`config.mk`:
```
export PLATFORM = sky130hd
export DESIGN_NAME = ball_game_ctrl
export DESIGN_NICKNAME = d
export VERILOG_FILES = /design/src/rtl/ball_game_pkg.sv /design/src/rtl/rise_det.sv /design/src/rtl/ball_game_ctrl.sv
export SDC_FILE = /design/constraint.sdc
export NUM_CORES = 1
export LEC_CHECK = 0
export ABC_AREA = 1
export CAP_MARGIN = 5
export CORE_MARGIN = 4
export CORE_UTILIZATION = 39
export CTS_BUF_LIST = sky130_fd_sc_hd__clkbuf_8
export CTS_CLUSTER_DIAMETER = 120
export CTS_CLUSTER_SIZE = 25
export DETAILED_ROUTE_END_ITERATION = 8
export PLACE_DENSITY_LB_ADDON = 0.1
export SLEW_MARGIN = 0
export SYNTH_ARGS = -nofsm -noshare
export SYNTH_HDL_FRONTEND = slang
export SYNTH_SLANG_ARGS = --single-unit
```
`constraint.sdc`:
```
create_clock -name clk_in -period 2.4 [get_ports clk_in]
set_input_delay 0.36 -clock clk_in [delete_from_list [all_inputs] [get_ports clk_in]]
set_output_delay 0.36 -clock clk_in [all_outputs]
set_load 0.005 [all_outputs]
```
`src/rtl/ball_game_pkg.sv`:
```
// Shared constants for the ball game sequencer: FSM encodings, default
// playfield/speed parameters and the saturating step helper.
package ball_game_pkg;

  localparam logic [2:0] ST_IDLE  = 3'd0;
  localparam logic [2:0] ST_SERVE = 3'd1;
  localparam logic [2:0] ST_PLAY  = 3'd2;
  localparam logic [2:0] ST_PAUSE = 3'd3;
  localparam logic [2:0] ST_MISS  = 3'd4;
  localparam logic [2:0] ST_OVER  = 3'd5;

  localparam int Y_MAX_DEF          = 513;
  localparam int PADDLE_HALF_DEF    = 32;
  localparam int INIT_STEP_DEF      = 2;
  localparam int MAX_STEP_DEF       = 8;
  localparam int HITS_PER_LEVEL_DEF = 4;
  localparam int INIT_LIVES_DEF     = 3;
  localparam int MISS_FRAMES_DEF    = 60;
  localparam int BALL_SIZE_DEF      = 8;
  localparam int SCORE_W            = 8;

  function automatic logic [3:0] step_inc(input logic [3:0] s, input logic [3:0] max_s);
    return (s >= max_s) ? max_s : s + 4'd1;
  endfunction

endpackage

```
`src/rtl/rise_det.sv`:
```
// Rising-edge detector: one-cycle pulse when d goes from 0 to 1.
module rise_det (
  input  logic clk_in,
  input  logic rst,
  input  logic d,
  output logic pulse
);

  logic d_q;

  always_ff @(posedge clk_in) begin
    if (rst) d_q <= 1'b0;
    else     d_q <= d;
  end

  assign pulse = d & ~d_q;

endmodule

```
`src/rtl/ball_game_ctrl.sv`:
```
// Game-level sequencer for the bouncing-ball datapath: serve/play/pause/miss
// flow, paddle hit detection, score, lives and speed level.
module ball_game_ctrl
  import ball_game_pkg::*;
#(
  parameter int Y_MAX          = Y_MAX_DEF,
  parameter int PADDLE_HALF    = PADDLE_HALF_DEF,
  parameter int INIT_STEP      = INIT_STEP_DEF,
  parameter int MAX_STEP       = MAX_STEP_DEF,
  parameter int HITS_PER_LEVEL = HITS_PER_LEVEL_DEF,
  parameter int INIT_LIVES     = INIT_LIVES_DEF,
  parameter int MISS_FRAMES    = MISS_FRAMES_DEF,
  parameter int BALL_SIZE      = BALL_SIZE_DEF
) (
  input  logic               clk_in,
  input  logic               rst,
  input  logic               vsync,
  input  logic               btn_start,
  input  logic               btn_pause,
  input  logic [9:0]         ball_x,
  input  logic [9:0]         ball_y,
  input  logic [9:0]         paddle_x,
  output logic               ball_step,
  output logic               ball_rst,
  output logic [3:0]         x_step,
  output logic [3:0]         y_step,
  output logic [3:0]         ball_size,
  output logic [SCORE_W-1:0] score,
  output logic [1:0]         lives,
  output logic [2:0]         state
);

  localparam int HC_W = $clog2(HITS_PER_LEVEL + 1);
  localparam int FC_W = $clog2(MISS_FRAMES + 1);

  logic frame_tick, start_evt, pause_evt;

  rise_det u_vsync (.clk_in(clk_in), .rst(rst), .d(vsync),     .pulse(frame_tick));
  rise_det u_start (.clk_in(clk_in), .rst(rst), .d(btn_start), .pulse(start_evt));
  rise_det u_pause (.clk_in(clk_in), .rst(rst), .d(btn_pause), .pulse(pause_evt));

  logic [HC_W-1:0] hit_cnt;
  logic [FC_W-1:0] frame_cnt;
  logic            contact_q;

  logic [10:0]        y_sum;
  logic               contact;
  logic signed [10:0] dx;
  logic [10:0]        dx_abs;
  logic               on_paddle;
  logic               new_contact;

  // Widened to 11 bits so the bottom compare and the x distance never wrap.
  assign y_sum       = {1'b0, ball_y} + 11'(BALL_SIZE);
  assign contact     = (y_sum >= 11'(Y_MAX));
  assign dx          = $signed({1'b0, ball_x}) - $signed({1'b0, paddle_x});
  assign dx_abs      = dx[10] ? 11'(-dx) : 11'(dx);
  assign on_paddle   = (dx_abs <= 11'(PADDLE_HALF));
  assign new_contact = contact & ~contact_q;

  always_ff @(posedge clk_in) begin
    if (rst) begin
      state     <= ST_IDLE;
      ball_step <= 1'b0;
      ball_rst  <= 1'b0;
      x_step    <= 4'(INIT_STEP);
      y_step    <= 4'(INIT_STEP);
      ball_size <= 4'(BALL_SIZE);
      score     <= '0;
      lives     <= 2'(INIT_LIVES);
      hit_cnt   <= '0;
      frame_cnt <= '0;
      contact_q <= 1'b0;
    end else begin
      ball_step <= 1'b0;
      ball_rst  <= 1'b0;
      case (state)
        ST_IDLE, ST_OVER: begin
          if (start_evt) begin
            score    <= '0;
            lives    <= 2'(INIT_LIVES);
            x_step   <= 4'(INIT_STEP);
            y_step   <= 4'(INIT_STEP);
            hit_cnt  <= '0;
            ball_rst <= 1'b1;
            state    <= ST_SERVE;
          end
        end
        ST_SERVE: begin
          if (start_evt) state <= ST_PLAY;
        end
        ST_PLAY: begin
          if (pause_evt) begin
            state <= ST_PAUSE;
          end else if (frame_tick) begin
            contact_q <= contact;
            if (new_contact && !on_paddle) begin
              lives <= lives - 2'd1;
              if (lives == 2'd1) begin
                state <= ST_OVER;
              end else begin
                state     <= ST_MISS;
                frame_cnt <= '0;
              end
            end else begin
              ball_step <= 1'b1;
              if (new_contact) begin
                if (score != {SCORE_W{1'b1}}) score <= score + 1'b1;
                if (hit_cnt == HC_W'(HITS_PER_LEVEL - 1)) begin
                  hit_cnt <= '0;
                  x_step  <= step_inc(x_step, 4'(MAX_STEP));
                  y_step  <= step_inc(y_step, 4'(MAX_STEP));
                end else begin
                  hit_cnt <= hit_cnt + 1'b1;
                end
              end
            end
          end
        end
        ST_PAUSE: begin
          if (pause_evt) state <= ST_PLAY;
        end
        ST_MISS: begin
          if (frame_tick) begin
            if (frame_cnt == FC_W'(MISS_FRAMES - 1)) begin
              ball_rst <= 1'b1;
              state    <= ST_SERVE;
            end else begin
              frame_cnt <= frame_cnt + 1'b1;
            end
          end
        end
        default: state <= ST_IDLE;
      endcase
    end
  end

endmodule

```
==> summary by stage <==
Run status
The flow ran to the end, but the final reports show violations. The checks that failed: setup timing.

Setup path
Tracing the worst setup path back leads to its startpoint at ball_x[0]. The startpoint of the lowest-slack register-to-register path is state[2]. The worst setup path is captured at a flop. The category of the critical setup timing path is in2reg. The highest cell delay on the worst timing path is 0.43 ns. The count of buffering cells on the critical path with inverters included is 5. Along the worst path, the maximum fanout reaches 5.

STA classifies the critical path startpoint as an input port. The signal on the critical path passes through buf_8, inv_12, ha_4, inv_4, fa_2, nand2_2, nand3_4, nand3_2, nand2_2, buf_6, nand3_2, nand2_1, xor2_1, nand2_1, nand2_2, nor2_4, nand2_2, nand2_4, buf_4, nand2_4, nand4_1, a21oi_2. At the worst endpoint, the required time is 2.57 ns. In this design, the largest share of critical-path delay is due to simple AND/OR/NAND/NOR gates. The most numerous cell type found on the critical path is sky130_fd_sc_hd__nand2_2. The data arrival time at the worst-slack endpoint is 2.73 ns. The slowest cell on the critical path is sky130_fd_sc_hd__fa_2.

Die
The floorplan step defined a core boundary enclosing 0.007727 mm^2. After floorplanning, the core was divided into 32 placement rows. The die is 97.33 um tall. The I/O pin count is 62. The total die area is 0.009472 mm^2. The width of the die is 97.33 um. The initial utilization of the core area, before any placement, comes to 40.27%.

Power
The maximum VDD drop is 0.3395 mV. For this design the static power due to leakage is 0.002066 uW. The cell internal power dissipation is 1903 uW.

Dividing total power by cell area gives a power density of 737.4 mW/mm^2. The sequential group share of total power is 24.2%. In this run, the clock network consumes 16.2% of the power. The net switching component of the power is 1430 uW.

Of the total power, the share spent switching nets is 42.91%. Combinational logic burns 59.6% of the power. Overall power consumption after layout is estimated at 3333 uW.

Logic synthesis
The number of synthesized flops with an enable pin is 0. The post-synthesis sequential element count is 36. In the synthesized netlist the dominant register cell turns out to be sky130_fd_sc_hd__dfxtp_1. Sequential cells were found to cover 23.16% of the synthesized design area. Summing every instance area after synthesis gives 0.003112 mm^2.

In the synthesized netlist, the number of instances is 493. The number of distinct library cells after synthesis is 40. The share of async-settable or async-resettable flops after synthesis is 0%. The Yosys warning count is 0.

Dividing the synthesized area by the synthesized cell count gives 6.312 um^2.

Clock tree
The number of hold buffers added after CTS was 0. The clock slew at the register clock pins of the worst setup and hold paths is 0.08 ns. CTS built an H-tree with a depth of 2.

The longest clock path from root to sink contains 2 buffers. The CTS tree is yes. The clock latency of the later-clocked register in the worst-skew pair is 0.28 ns.

The tree is rooted in a sky130_fd_sc_hd__clkbuf_8. Counting the buffers created by CTS gives 5. The clock drives 36 sinks.

Finish
The area growth from synthesis to final layout is 45.24%. The final cell utilization of the core is 58.48%. The count of antenna diodes in the layout is 0. The fraction of layout cells with a size suffix above 1 is 27.10%. The layout net count is 648.

Global routing
The met3 layer usage reported by global route is 2.010%. The number of antenna violations at the first check in global routing is 0. The global-route met1 utilization is 18.76%. Global routing finished with a remaining overflow of 0.

The busiest metal layer after global routing is met2. In the global route stage, met2 resource usage came out at 29.51%. Entering global routing, the biggest net connects 25 pins. Global routing consumed, over all layers together, 15.68% of the routing resources. The via count of the first global-routing pass is 3051. The first global-routing pass estimated 12990 um of wire.

STA
The final count of pins violating max slew is 0. Setup repair after global routing could not meet its margin everywhere. Setup violations remaining at the end of the flow were counted as 30. Of the available clock period, the critical path in the final layout requires 106.6%. The number of hold violations in the final report came to 0. The worst clock skew is 0.007155 ns. The maximum clock rate is 390.9 MHz. The final critical-path required period is 2.558 ns.

In the post-route analysis, the smallest setup slack over all paths is -0.1583 ns.

Hold path
The class of the tightest hold or removal check is reg2reg. The critical hold path startpoint is frame_cnt[3].

Drt
Dividing the detail-routed via count by the number of cells gives 4.784. The via count is 3330. For this run, design rule violations remaining after detail routing come to 0. The count of nets left with antenna violations once routing finished came out at 0. The total length of routed wires is 7664 um. The initial DRC count is 97. The first-pass iteration count of the detailed router is 4. In the final routed layout, each cell accounts on average for 11.01 um.

Place
The wire-length estimate of the detail-placed layout is 5809 um. The final weighted congestion in routability-driven placement is 0.8133. Buffers placed on the I/O ports in this run total 57.

Flow run
The tool flagged a number of max-cap violations equal to 0.
per-stage QoR:
step                      hold WS (ns)  TNS [ns]  setup WS, ns  std cells  area (um^2)
final                           0.4839    -2.947       -0.1583        696         4519
after global routing            0.5048    -7.518       -0.3130        696         4519
after CTS                       0.4874   -0.9245      -0.08154        691         4408
after global placement          0.4744    -23.93       -0.8281        680         4075
after floorplan                 0.4556    -1.161       -0.1205        495         3167
after detailed placement        0.4740    -26.05       -0.9041        680         4075
worst min-delay path, stage by stage (launching register included):
cell,delay [ns]
sky130_fd_sc_hd__dfxtp_1,0.33
sky130_fd_sc_hd__nand2_2,0.07
sky130_fd_sc_hd__a21oi_2,0.04
path summary, 6_finish.rpt:
| kind | end | slack [ns] | depth (start not counted) |
|---|---|---|---|
| hold reg to reg | frame_cnt[3] | 0.48 | 2 |
| setup reg to reg | score[1] | 0.36 | 12 |
| hold / removal | frame_cnt[3] | 0.48 | 2 |
| setup / recovery | frame_cnt[4] | -0.16 | 22 |
cell families (layout without fill, tap and decap cells):
family	after synthesis	after routing	share of synthesized area, %
compound gates	55	55	11.70
xor+xnor	10	10	2.815
fa+ha+maj	20	20	8.283
buf+inv	87	185	11.46
flops	36	36	23.16
other cells	2	4	0.2413
simple gates	283	284	42.34
placed cells by master (no fill, tap or decap), types with 10 or more instances in the layout:
cell and instances:
sky130_fd_sc_hd__nand2_1 110, sky130_fd_sc_hd__nor2_1 61, sky130_fd_sc_hd__inv_1 54, sky130_fd_sc_hd__buf_4 39, sky130_fd_sc_hd__clkdlybuf4s50_1 37, sky130_fd_sc_hd__nand3_1 36, sky130_fd_sc_hd__dfxtp_1 36, sky130_fd_sc_hd__nand2_2 26
sky130_fd_sc_hd__a21oi_1 20, sky130_fd_sc_hd__inv_2 18, sky130_fd_sc_hd__dlygate4sd2_1 18, sky130_fd_sc_hd__nand4_1 13, sky130_fd_sc_hd__a21oi_2 13, sky130_fd_sc_hd__nand3_2 10, sky130_fd_sc_hd__ha_1 10
timing repair:
| item | in CTS | in global routing |
|---|---|---|
| cloned | 1 | 0 |
| pin swaps | 49 | 20 |
| setup buffers | 2 | 5 |
| resized for setup | 77 | 19 |
| setup endpoints to repair | 31 | 31 |
cells in the mapped netlist, types with 2 or more instances:
cell type	instances	area [um^2]
sky130_fd_sc_hd__conb_1	2	7.510
sky130_fd_sc_hd__nand3_2	3	30.03
sky130_fd_sc_hd__inv_1	67	251.5
sky130_fd_sc_hd__nand2_1	122	457.9
sky130_fd_sc_hd__nand4_1	13	81.33
sky130_fd_sc_hd__buf_6	2	22.52
sky130_fd_sc_hd__nand2_2	18	112.6
sky130_fd_sc_hd__a21oi_2	6	52.55
sky130_fd_sc_hd__dfxtp_1	36	720.7
sky130_fd_sc_hd__o21ai_1	6	30.03
sky130_fd_sc_hd__buf_4	4	30.03
sky130_fd_sc_hd__nor2_4	4	45.04
sky130_fd_sc_hd__a211oi_1	2	15.01
sky130_fd_sc_hd__inv_2	7	26.28
sky130_fd_sc_hd__nand2_4	4	45.04
sky130_fd_sc_hd__clkbuf_1	5	18.77
sky130_fd_sc_hd__nand3_1	45	225.2
sky130_fd_sc_hd__xor2_1	8	70.07
sky130_fd_sc_hd__nor3_1	3	15.01
sky130_fd_sc_hd__o21ai_0	7	35.03
sky130_fd_sc_hd__ha_1	19	237.7
sky130_fd_sc_hd__nor2_1	65	244.0
sky130_fd_sc_hd__a21oi_1	27	135.1
sky130_fd_sc_hd__xnor2_1	2	17.52
registers in the layout, indices dropped and copies added, names as in the netlist:
register     flops
y_step           4
u_start.d_q      1
frame_cnt        6
u_vsync.d_q      1
ball_step        1
lives            2
ball_rst         1
score            8
hit_cnt          3
x_step           4
u_pause.d_q      1
contact_q        1
state            3
power by group through the flow:
stage,clock [uW],combinational [uW],sequential (uW)
after floorplan,0,1150,811
after global placement,0,1730,818
after detailed placement,0,1760,819
after CTS,552,1900,804
after global routing,576,2220,822
final,540,1990,805
routing by layer:
metal	wire, um	part of all wire [%]
met5	0	0
met4	86	1.1
met3	275	3.6
met2	3878	51
met1	3424	45
area by class of cell:
type	count	area, um^2
Clock buffer	5	68.82
Sequential cell	36	720.7
Inverter	75	297.8
Clock inverter	3	42.54
Fill cell	717	3208
Tap cell	102	127.6
Timing Repair Buffer	102	917.1
Multi-Input combinational cell	373	2345
No activity file was read; power rests on OpenSTA's default activity.
